## config.mk

```make
export PLATFORM = sky130hd
export DESIGN_NAME = spi_reg_responder
export DESIGN_NICKNAME = d
export VERILOG_FILES = /design/src/rtl/spi_reg_responder.sv
export SDC_FILE = /design/constraint.sdc
export NUM_CORES = 1
export LEC_CHECK = 0
export CAP_MARGIN = 30
export CORE_MARGIN = 3
export CORE_UTILIZATION = 54
export DETAILED_ROUTE_END_ITERATION = 8
export GPL_ROUTABILITY_DRIVEN = 0
export MAX_ROUTING_LAYER = met4
export PLACE_DENSITY = 0.84
export SETUP_SLACK_MARGIN = 0.1
export SYNTH_ARGS = -nofsm -noshare
export SYNTH_HDL_FRONTEND = slang
export SYNTH_SLANG_ARGS = --single-unit
```

## constraint.sdc

```tcl
create_clock -name clk -period 2.1 [get_ports clk]
set_clock_uncertainty 0.2 [all_clocks]
set_input_delay 0.42 -clock clk [delete_from_list [all_inputs] [get_ports clk]]
set_output_delay 0.42 -clock clk [all_outputs]
set_load 0.05 [all_outputs]
```

## src/rtl/spi_reg_responder.sv

```systemverilog
// spi_reg_responder: SPI mode-0 slave giving an external master access to a
// bank of 2^ADDR_W 8-bit registers with a two-byte command/data frame.
// Byte 0 = {rnw, addr[6:0]}, byte 1 = data. All SPI inputs are oversampled
// and synchronised in the clk domain. A host port gives local access to the
// same registers.
//
// Optional feature: define SPI_REG_AUTOINC_EN to turn the post-data HOLD phase
// into a burst where each further byte targets the next address (mod depth).
//
// Ports:
//   clk, rst_n             system clock, async active-low reset
//   spi_clk/mosi/cs_n      SPI bus inputs from the master (asynchronous)
//   spi_miso               serial data to the master, MSB first, 0 when idle
//   host_addr/we/wdata     host write port
//   host_rdata             combinational read of reg[host_addr]
//   wr_valid/addr/data     one-cycle notification of an SPI register write
module spi_reg_responder #(
  parameter int unsigned ADDR_W = 3
) (
  input  logic              clk,
  input  logic              rst_n,
  input  logic              spi_clk,
  input  logic              spi_mosi,
  input  logic              spi_cs_n,
  output logic              spi_miso,
  input  logic [ADDR_W-1:0] host_addr,
  input  logic              host_we,
  input  logic [7:0]        host_wdata,
  output logic [7:0]        host_rdata,
  output logic              wr_valid,
  output logic [ADDR_W-1:0] wr_addr,
  output logic [7:0]        wr_data
);

  localparam int unsigned DEPTH  = 1 << ADDR_W;
  localparam int unsigned DATA_W = 8;
  localparam int unsigned CMD_AW = 7;
  localparam int unsigned CNT_W  = 3;

  typedef enum logic [1:0] {
    ST_IDLE = 2'd0,
    ST_CMD  = 2'd1,
    ST_DATA = 2'd2,
    ST_HOLD = 2'd3
  } state_t;

  state_t state, state_nxt;

  // Synchronisers: [0],[1] are the two sync stages, [2] is the edge register.
  logic [2:0] sclk_q;
  logic [1:0] mosi_q;
  logic [2:0] cs_q;

  logic              sclk_rise_c, sclk_fall_c;
  logic              cs_high_c, cs_fall_c;
  logic              mosi_c;

  logic [CNT_W-1:0]  bit_cnt;
  logic [DATA_W-2:0] rx_sr;
  logic [DATA_W-1:0] tx_sr;
  logic [DATA_W-1:0] rx_byte_c;
  logic              last_bit_c;

  logic              rnw_q;
  logic              in_range_q;
  logic [ADDR_W-1:0] addr_q;

  logic [CMD_AW-1:0] cmd_addr_c;
  logic              cmd_in_range_c;
  logic [ADDR_W-1:0] cmd_idx_c;

  logic              shift_c, cmd_done_c, byte_done_c, tx_shift_c, commit_c;

  logic [DATA_W-1:0] regs [DEPTH];

  // Input synchronisation. cs resets to "selected" so that a frame already in
  // progress at reset release does not look like a new falling edge.
  always_ff @(posedge clk or negedge rst_n) begin
    if (!rst_n) begin
      sclk_q <= 3'b000;
      mosi_q <= 2'b00;
      cs_q   <= 3'b000;
    end else begin
      sclk_q <= {sclk_q[1:0], spi_clk};
      mosi_q <= {mosi_q[0], spi_mosi};
      cs_q   <= {cs_q[1:0], spi_cs_n};
    end
  end

  assign sclk_rise_c = sclk_q[1] & ~sclk_q[2];
  assign sclk_fall_c = ~sclk_q[1] & sclk_q[2];
  assign cs_high_c   = cs_q[1];
  assign cs_fall_c   = ~cs_q[1] & cs_q[2];
  assign mosi_c      = mosi_q[1];

  assign rx_byte_c  = {rx_sr, mosi_c};
  assign last_bit_c = (bit_cnt == CNT_W'(7));

  // Command decode of the byte completing on this rising edge.
  assign cmd_addr_c     = rx_byte_c[CMD_AW-1:0];
  assign cmd_in_range_c = ((cmd_addr_c >> ADDR_W) == CMD_AW'(0));
  assign cmd_idx_c      = cmd_addr_c[ADDR_W-1:0];

  // FSM state register.
  always_ff @(posedge clk or negedge rst_n) begin
    if (!rst_n) state <= ST_IDLE;
    else        state <= state_nxt;
  end

  // FSM next state; a deselect overrides everything.
  always_comb begin
    state_nxt = state;
    case (state)
      ST_IDLE: if (cs_fall_c) state_nxt = ST_CMD;
      ST_CMD:  if (sclk_rise_c && last_bit_c) state_nxt = ST_DATA;
`ifdef SPI_REG_AUTOINC_EN
      ST_DATA: state_nxt = ST_DATA;
`else
      ST_DATA: if (sclk_rise_c && last_bit_c) state_nxt = ST_HOLD;
`endif
      ST_HOLD: state_nxt = ST_HOLD;
      default: state_nxt = ST_IDLE;
    endcase
    if (cs_high_c) state_nxt = ST_IDLE;
  end

  // FSM control strobes for the datapath.
  always_comb begin
    shift_c     = 1'b0;
    cmd_done_c  = 1'b0;
    byte_done_c = 1'b0;
    tx_shift_c  = 1'b0;
    if (!cs_high_c) begin
      case (state)
        ST_CMD: begin
          shift_c    = sclk_rise_c;
          cmd_done_c = sclk_rise_c & last_bit_c;
        end
        ST_DATA: begin
          shift_c     = sclk_rise_c;
          byte_done_c = sclk_rise_c & last_bit_c;
          tx_shift_c  = sclk_fall_c;
        end
        default: ;
      endcase
    end
    commit_c = byte_done_c & ~rnw_q & in_range_q;
  end

  // Bit counter and receive shifter.
  always_ff @(posedge clk or negedge rst_n) begin
    if (!rst_n) begin
      bit_cnt <= '0;
      rx_sr   <= '0;
    end else begin
      if (state == ST_IDLE || cs_high_c) bit_cnt <= '0;
      else if (shift_c)                  bit_cnt <= bit_cnt + CNT_W'(1);
      if (shift_c) rx_sr <= rx_byte_c[DATA_W-2:0];
    end
  end

`ifdef SPI_REG_AUTOINC_EN
  logic [ADDR_W-1:0] addr_inc_c;
  assign addr_inc_c = addr_q + ADDR_W'(1);
`endif

  // Command latch and transmit snapshot/shifter.
  always_ff @(posedge clk or negedge rst_n) begin
    if (!rst_n) begin
      rnw_q      <= 1'b0;
      in_range_q <= 1'b0;
      addr_q     <= '0;
      tx_sr      <= '0;
    end else if (cmd_done_c) begin
      rnw_q      <= rx_byte_c[DATA_W-1];
      in_range_q <= cmd_in_range_c;
      addr_q     <= cmd_idx_c;
      tx_sr      <= (rx_byte_c[DATA_W-1] && cmd_in_range_c) ? regs[cmd_idx_c] : 8'h00;
`ifdef SPI_REG_AUTOINC_EN
    end else if (byte_done_c) begin
      addr_q <= addr_inc_c;
      tx_sr  <= (rnw_q && in_range_q) ? regs[addr_inc_c] : 8'h00;
`endif
    end else if (tx_shift_c) begin
      tx_sr <= {tx_sr[DATA_W-2:0], 1'b0};
    end
  end

  // MISO: next snapshot bit on each falling edge while in DATA, else 0.
  always_ff @(posedge clk or negedge rst_n) begin
    if (!rst_n)           spi_miso <= 1'b0;
    else if (cs_high_c)   spi_miso <= 1'b0;
    else if (sclk_fall_c) spi_miso <= (state == ST_DATA) ? tx_sr[DATA_W-1] : 1'b0;
  end

  // Register bank; an SPI commit wins over a host write to the same entry.
  always_ff @(posedge clk or negedge rst_n) begin
    if (!rst_n) begin
      for (int unsigned i = 0; i < DEPTH; i++) regs[i] <= '0;
    end else begin
      for (int unsigned i = 0; i < DEPTH; i++) begin
        if (commit_c && addr_q == ADDR_W'(i))
          regs[i] <= rx_byte_c;
        else if (host_we && host_addr == ADDR_W'(i))
          regs[i] <= host_wdata;
      end
    end
  end

  // SPI write notification.
  always_ff @(posedge clk or negedge rst_n) begin
    if (!rst_n) begin
      wr_valid <= 1'b0;
      wr_addr  <= '0;
      wr_data  <= '0;
    end else begin
      wr_valid <= commit_c;
      if (commit_c) begin
        wr_addr <= addr_q;
        wr_data <= rx_byte_c;
      end
    end
  end

  assign host_rdata = regs[host_addr];

endmodule
```

==> results_dict.tcl, run 1 <==
set metrics [dict create \
    status "finished, violations left" \
    failed_checks "setup timing" \
    num_vias 5410 \
    ant_nets 0 \
    syn_avg_cell_area_sq_um 11.6 \
    drv_cap 0 \
    fmax_mhz 410 \
    final_cell_mix "dfrtp_1 (109), buf_4 (85), mux2i_1 (73), mux4_2 (32), nor2_4 (23)" \
    r2r_cells 10 \
    use_met3 0.0677 \
    r2r-start "bit_cnt[1]$_DFFE_PN0P_" \
    die_w_um 111 \
    placementRows 37 \
    detail_route.iter0.violations 722 \
    p_total_w 0.00723 \
    dieArea_sq_um 12300 \
    first_pass_iters 5 \
    clk_pin_slew_worst_paths_ns 0.12 \
    place_hpwl_um 10200 \
    critPathCaptureType "output port" \
    first_global_vias 5441 \
    die_y_um 111 \
    gr-usage-all-layers 0.322 \
    worst-setup-path-type "flop to output port" \
    syn_to_final_growth_pct 39.6 \
    cts_made_buffers 9 \
    num_antenna_cells 0 \
    peakVddDrop_v 0.000546 \
    seq_area_frac_synth 0.462 \
    synth.area.top_cells "dfrtp_1 (46%), mux2i_1 (13%), mux4_2 (12%)" \
    hp-class "flop to flop" \
    drv_slew 0 \
    syn_inst 512 \
    setup_violations 72 \
    crit_fanout 2 \
    synth_nets 535 \
    clk_latency_ns 0.39 \
    netlist_area_sq_um 5950 \
    mostFrequentLayoutCell "dfrtp_1" \
    start_kind "flop" \
    post-route-min-period_ns 2.44 \
    ys_ff_latch 110 \
    ys_warn_count 0 \
    grt_pass1_wl_um 29500 \
    cts_max_level 3 \
    relSlewSlack 0.656 \
    p_per_area_nw_per_um2 870 \
    cts_tree "done" \
    grt_max_degree 43 \
    hp-start "sclk_q[0]$_DFF_PN0_" \
    ios 38 \
    use_met1 0.386 \
    worstPathArrival_ns 1.82 \
    routed_via_density 7.15 \
    gr-total-overflow 0 \
    synth_top_area_frac 0.462 \
    placed_area_sq_um 6680 \
    wl_per_cell_um 30.7 \
    synth_top_area_cell "dfrtp_1" \
    grt-busiest-layer "met2" \
    ys_types 37 \
    cp.required_ns 1.48 \
    grt_use_met2 0.496 \
    hold_violations 0 \
    rsz0062_at_grt "true" \
    ff2ff_setup_slack_ns -0.28 \
    power_leakage_nw 3.83 \
    coreArea_sq_um 10500 \
    initial_core_util 0.566 \
    hold_depth 0 \
    worst_pin_slew_ns 0.511 \
    wl_um 23200 \
    worst_slack_ns -0.338 \
    portBuffers 37 \
    stdcell_area_sq_um 8310 \
    fin_crit_sh 1.16 \
    antenna_found_initial 0 \
    ctsRootBufferMaster "clkbuf_8" \
    clockBufferDepth 2 \
    cts_sinks 110 \
    drive_gt1_frac 0.533 \
    crit_start "regs[42]$_DFFE_PN0P_" \
    fin_nets 639 \
    drc_errors 0 \
]
repair_timing:
action | CTS | global route
gates resized for setup | 154 | 111
cloned | 8 | 4
setup buffers | 35 | 14
pin swaps | 22 | 21
hold buffers | 1 | 0
setup endpoints to repair | 88 | 90
hold endpoints to repair | 27 | 0
critical path, cell delays in order (launching register included):
cell,delay [ns]
dfrtp_1,0.42
mux4_2,0.52
mux2_4,0.33
buf_6,0.16
registers in the layout, summed over array words and instances (netlist names):
| signal | cells |
|---|---|
| wr_addr | 3 |
| cs_q | 3 |
| wr_data | 8 |
| rnw_q | 1 |
| bit_cnt | 3 |
| addr_q | 3 |
| rx_sr | 7 |
| state | 2 |
| mosi_q | 2 |
| wr_valid | 1 |
| sclk_q | 3 |
| in_range_q | 1 |
| tx_sr | 8 |
| regs | 64 |
| spi_miso | 1 |
logic make-up after synthesis:
family | after synthesis | synth area share
mux | 137 | 0.304
buf+inv | 58 | 0.0481
xor+xnor | 1 | 0.00147
flops | 110 | 0.462
compound gates | 80 | 0.0719
simple gates | 120 | 0.0996
fa+ha+maj | 6 | 0.0126
cell type report:
| class | count | area, sq um |
|---|---|---|
| clock buffers | 11 | 141 |
| clock inverters | 5 | 82.6 |
| fillers | 500 | 2200 |
| inverters | 6 | 22.5 |
| multi-input cells | 345 | 3590 |
| flip-flops and latches | 110 | 2750 |
| well taps | 136 | 170 |
| repair buffers | 144 | 1560 |
path summary, 6_finish.rpt:
kind                                             to
worst min register to register  sclk_q[1]$_DFF_PN0_
max in group asynchronous       regs[6]$_DFFE_PN0P_
worst max-delay path                  host_rdata[2]
worst min-delay path            sclk_q[1]$_DFF_PN0_
worst max register to register  regs[1]$_DFFE_PN0P_
min in group asynchronous        wr_valid$_DFF_PN0_
power by group:
part	switching [W]	internal, W
logic	0.00157	0.00135
registers	0.000352	0.00246
clock network	0.000795	0.000707
total	0.00272	0.00451
synth_stat cells, drive strengths merged:
master	number
mux4	32
ha	6
nand4bb	1
mux2	30
or4	4
buf	35
nand2	52
nor2	34
nand4b	4
dfrtp	110
and3b	1
inv	6
nor3	5
o22ai	1
mux2i	75
nand3	1
nor2b	2
nor3b	2
xor2	1
nand4	2
a21oi	35
nor4bb	1
nand3b	1
or2	2
nand2b	3
o21ai	37
clkbuf	17
o221ai	7
nor4	5
layer usage:
layer	wire [um]	vias up	share of wire
met5	0	-	0
met4	2250	0	0.097
met3	2890	222	0.12
met2	10500	528	0.45
met1	7600	2595	0.33
li1	-	2065	-
through the flow:
stage	hold WS, ns	setup TNS [ns]	std cells	utilization	setup slack (ns)
floorplan	-0.0756	-0.180	512	-	-0.0190
global placement	0.134	-15.76	679	0.635	-0.650
detailed placement	0.139	-17.71	679	0.635	-0.669
CTS	0.162	-5.08	739	0.734	-0.235
global route	0.163	-14.33	757	0.791	-0.351
finish	0.161	-10.18	757	0.791	-0.338
Power figures use the tool's default switching activity.
==> run 2: changes to the inputs <==
CORE_UTILIZATION = 60   (was 54)
PLACE_DENSITY = 0.88   (was 0.84)
RECOVER_POWER = 100   (was default)
clock period = 2.7 ns   (was 2.1 ns; I/O delays follow)
==> run 2 against run 1 <==
Net effect: the run now ends clean; combinational power is 50% lower; sequential power is 22% lower; register-to-register slack better by 0.49 ns; final cell count is 11% lower; flip-flop and latch count stayed put; cell area is 19% lower; critical endpoint is now host_rdata[7].
==> results_dict.tcl, run 2 (synthesis gave the netlist of run 1 again) <==
set metrics [dict create \
    status "completed" \
    syn_to_final_growth_pct 13.5 \
    cts_setup_buffers 0 \
    hp-class "flop to flop" \
    ios 38 \
    intPower_w 0.00308 \
    num_antenna_cells 0 \
    initial_core_util 0.629 \
    p_per_area_nw_per_um2 694 \
    power.switching_w 0.00161 \
    placed_area_sq_um 6490 \
    fin_crit_sh 0.964 \
    die_y_um 106 \
    ant_nets 0 \
    power_frac_comb 0.310 \
    antenna_found_initial 0 \
    grt_pass1_wl_um 24400 \
    drc_errors 0 \
    relSlewSlack 0.260 \
    placementRows 35 \
    dpl.cell_count 657 \
    clk_latency_ns 0.38 \
    gr-usage-all-layers 0.295 \
    place_hpwl_um 9660 \
    stdcell_area_sq_um 6760 \
    crit_fanout 6 \
    seqPwrFrac 0.469 \
    peakVddDrop_v 0.000491 \
    drv_cap 0 \
    dieArea_sq_um 11200 \
    die_w_um 106 \
    final_cell_mix "dfrtp_1 (110), mux2i_1 (75), nand2_1 (52), a21oi_1 (35), o21ai_0 (35)" \
    first_pass_iters 5 \
    fmax_mhz 384 \
    cts_max_level 3 \
    portBuffers 37 \
    largest_reg_flops 64 \
    detail_route.iter0.violations 482 \
    worst_pin_slew_ns 1.11 \
    fill_cells 657 \
    rsz0062_at_grt "false" \
    clockBufferDepth 2 \
    cts_sinks 110 \
    hold_violations 0 \
    coreArea_sq_um 9460 \
    cts_tree "done" \
    first_global_vias 4592 \
    power_leakage_nw 3.01 \
    worstPathArrival_ns 1.86 \
    clk_pin_slew_worst_paths_ns 0.09 \
    critPathCaptureType "output port" \
    cts_made_buffers 9 \
    drv_slew 0 \
    ctsRootBufferMaster "clkbuf_8" \
    clkPwrFrac 0.221 \
    worst-setup-path-type "input pin to output port" \
    num_vias 4487 \
    start_kind "input pin" \
    routed_via_density 6.63 \
    drive_gt1_frac 0.228 \
    wl_um 15400 \
    post-route-min-period_ns 2.60 \
    final_cells 677 \
    max_flop_register "regs" \
    setup_violations 0 \
    mostFrequentLayoutCell "dfrtp_1" \
    wl_per_cell_um 22.8 \
    cp.required_ns 1.96 \
    gr-total-overflow 0 \
    largestRegisters "regs: 64 flops, tx_sr: 8 flops, wr_data: 8 flops" \
    switching_share 0.343 \
    grt_max_degree 52 \
    fin_nets 566 \
]
-- run 2: path summary, 6_finish.rpt --
check	slack, ns	end	start	cells after the start
min	0.16	mosi_q[1]$_DFF_PN0_	mosi_q[0]$_DFF_PN0_	0
min in group asynchronous	0.71	wr_data[4]$_DFFE_PN0P_	rst_n	2
min reg2reg	0.16	mosi_q[1]$_DFF_PN0_	mosi_q[0]$_DFF_PN0_	0
max in group asynchronous	0.59	regs[49]$_DFFE_PN0P_	rst_n	3
max reg2reg	0.21	regs[43]$_DFFE_PN0P_	state[0]$_DFFE_PN0P_	7
max	0.1	host_rdata[7]	host_addr[0]	5
-- run 2: final cells by class --
class                   instances  area [sq um]  area share
multi-input cells             344          2910       0.430
repair buffers                 72           709       0.105
clock inverters                 3          42.5     0.00630
clock buffers                  13           159      0.0235
inverters                       6          22.5     0.00333
well taps                     129           161      0.0239
flip-flops and latches        110          2750       0.407
-- run 2: power by group through the flow --
stage	clock network, W	logic, W	registers [W]
finish	0.00104	0.00146	0.00220
floorplan	0	0.00109	0.00207
detailed placement	0	0.00141	0.00221
CTS	0.00104	0.00145	0.00218
global route	0.00112	0.00157	0.00222
global placement	0	0.00135	0.00218
-- run 2: worst max-delay path, cell delays in order --
cell and delay, ns:
buf_6 0.13, clkbuf_16 0.18, mux4_2 0.50, mux2_2 0.29, clkbuf_4 0.22
-- run 2: metrics by stage --
step	hold WS (ns)	worst slack (ns)	TNS (ns)	utilization	total power, W
2_1_floorplan	0.0444	0.123	0	-	0.00317
5_1_grt	0.179	0.0507	0	0.714	0.00490
3_5_place_dp	0.136	-0.319	-2.40	0.687	0.00362
3_3_place_gp	0.132	-0.287	-2.23	0.687	0.00353
4_1_cts	0.166	0.0663	0	0.716	0.00467
6_report	0.165	0.0972	0	0.714	0.00469
-- run 2: what timing repair did --
| action | CTS | global route |
|---|---|---|
| setup endpoints to repair | 8 | 12 |
| gates resized for setup | 11 | 3 |
| endpoints found under the hold margin | 42 | 0 |
| gates cloned | 2 | 1 |
| hold buffers | 1 | 0 |
-- run 2: per-layer routing --
metal  vias to the layer above  global-route usage  part of all wire
met1                      2279               0.387              0.38
li1                       1910                   -                 -
met5                         -                   -                 0
met4                         0               0.116             0.027
met3                        40              0.0502             0.089
met2                       258               0.464              0.51
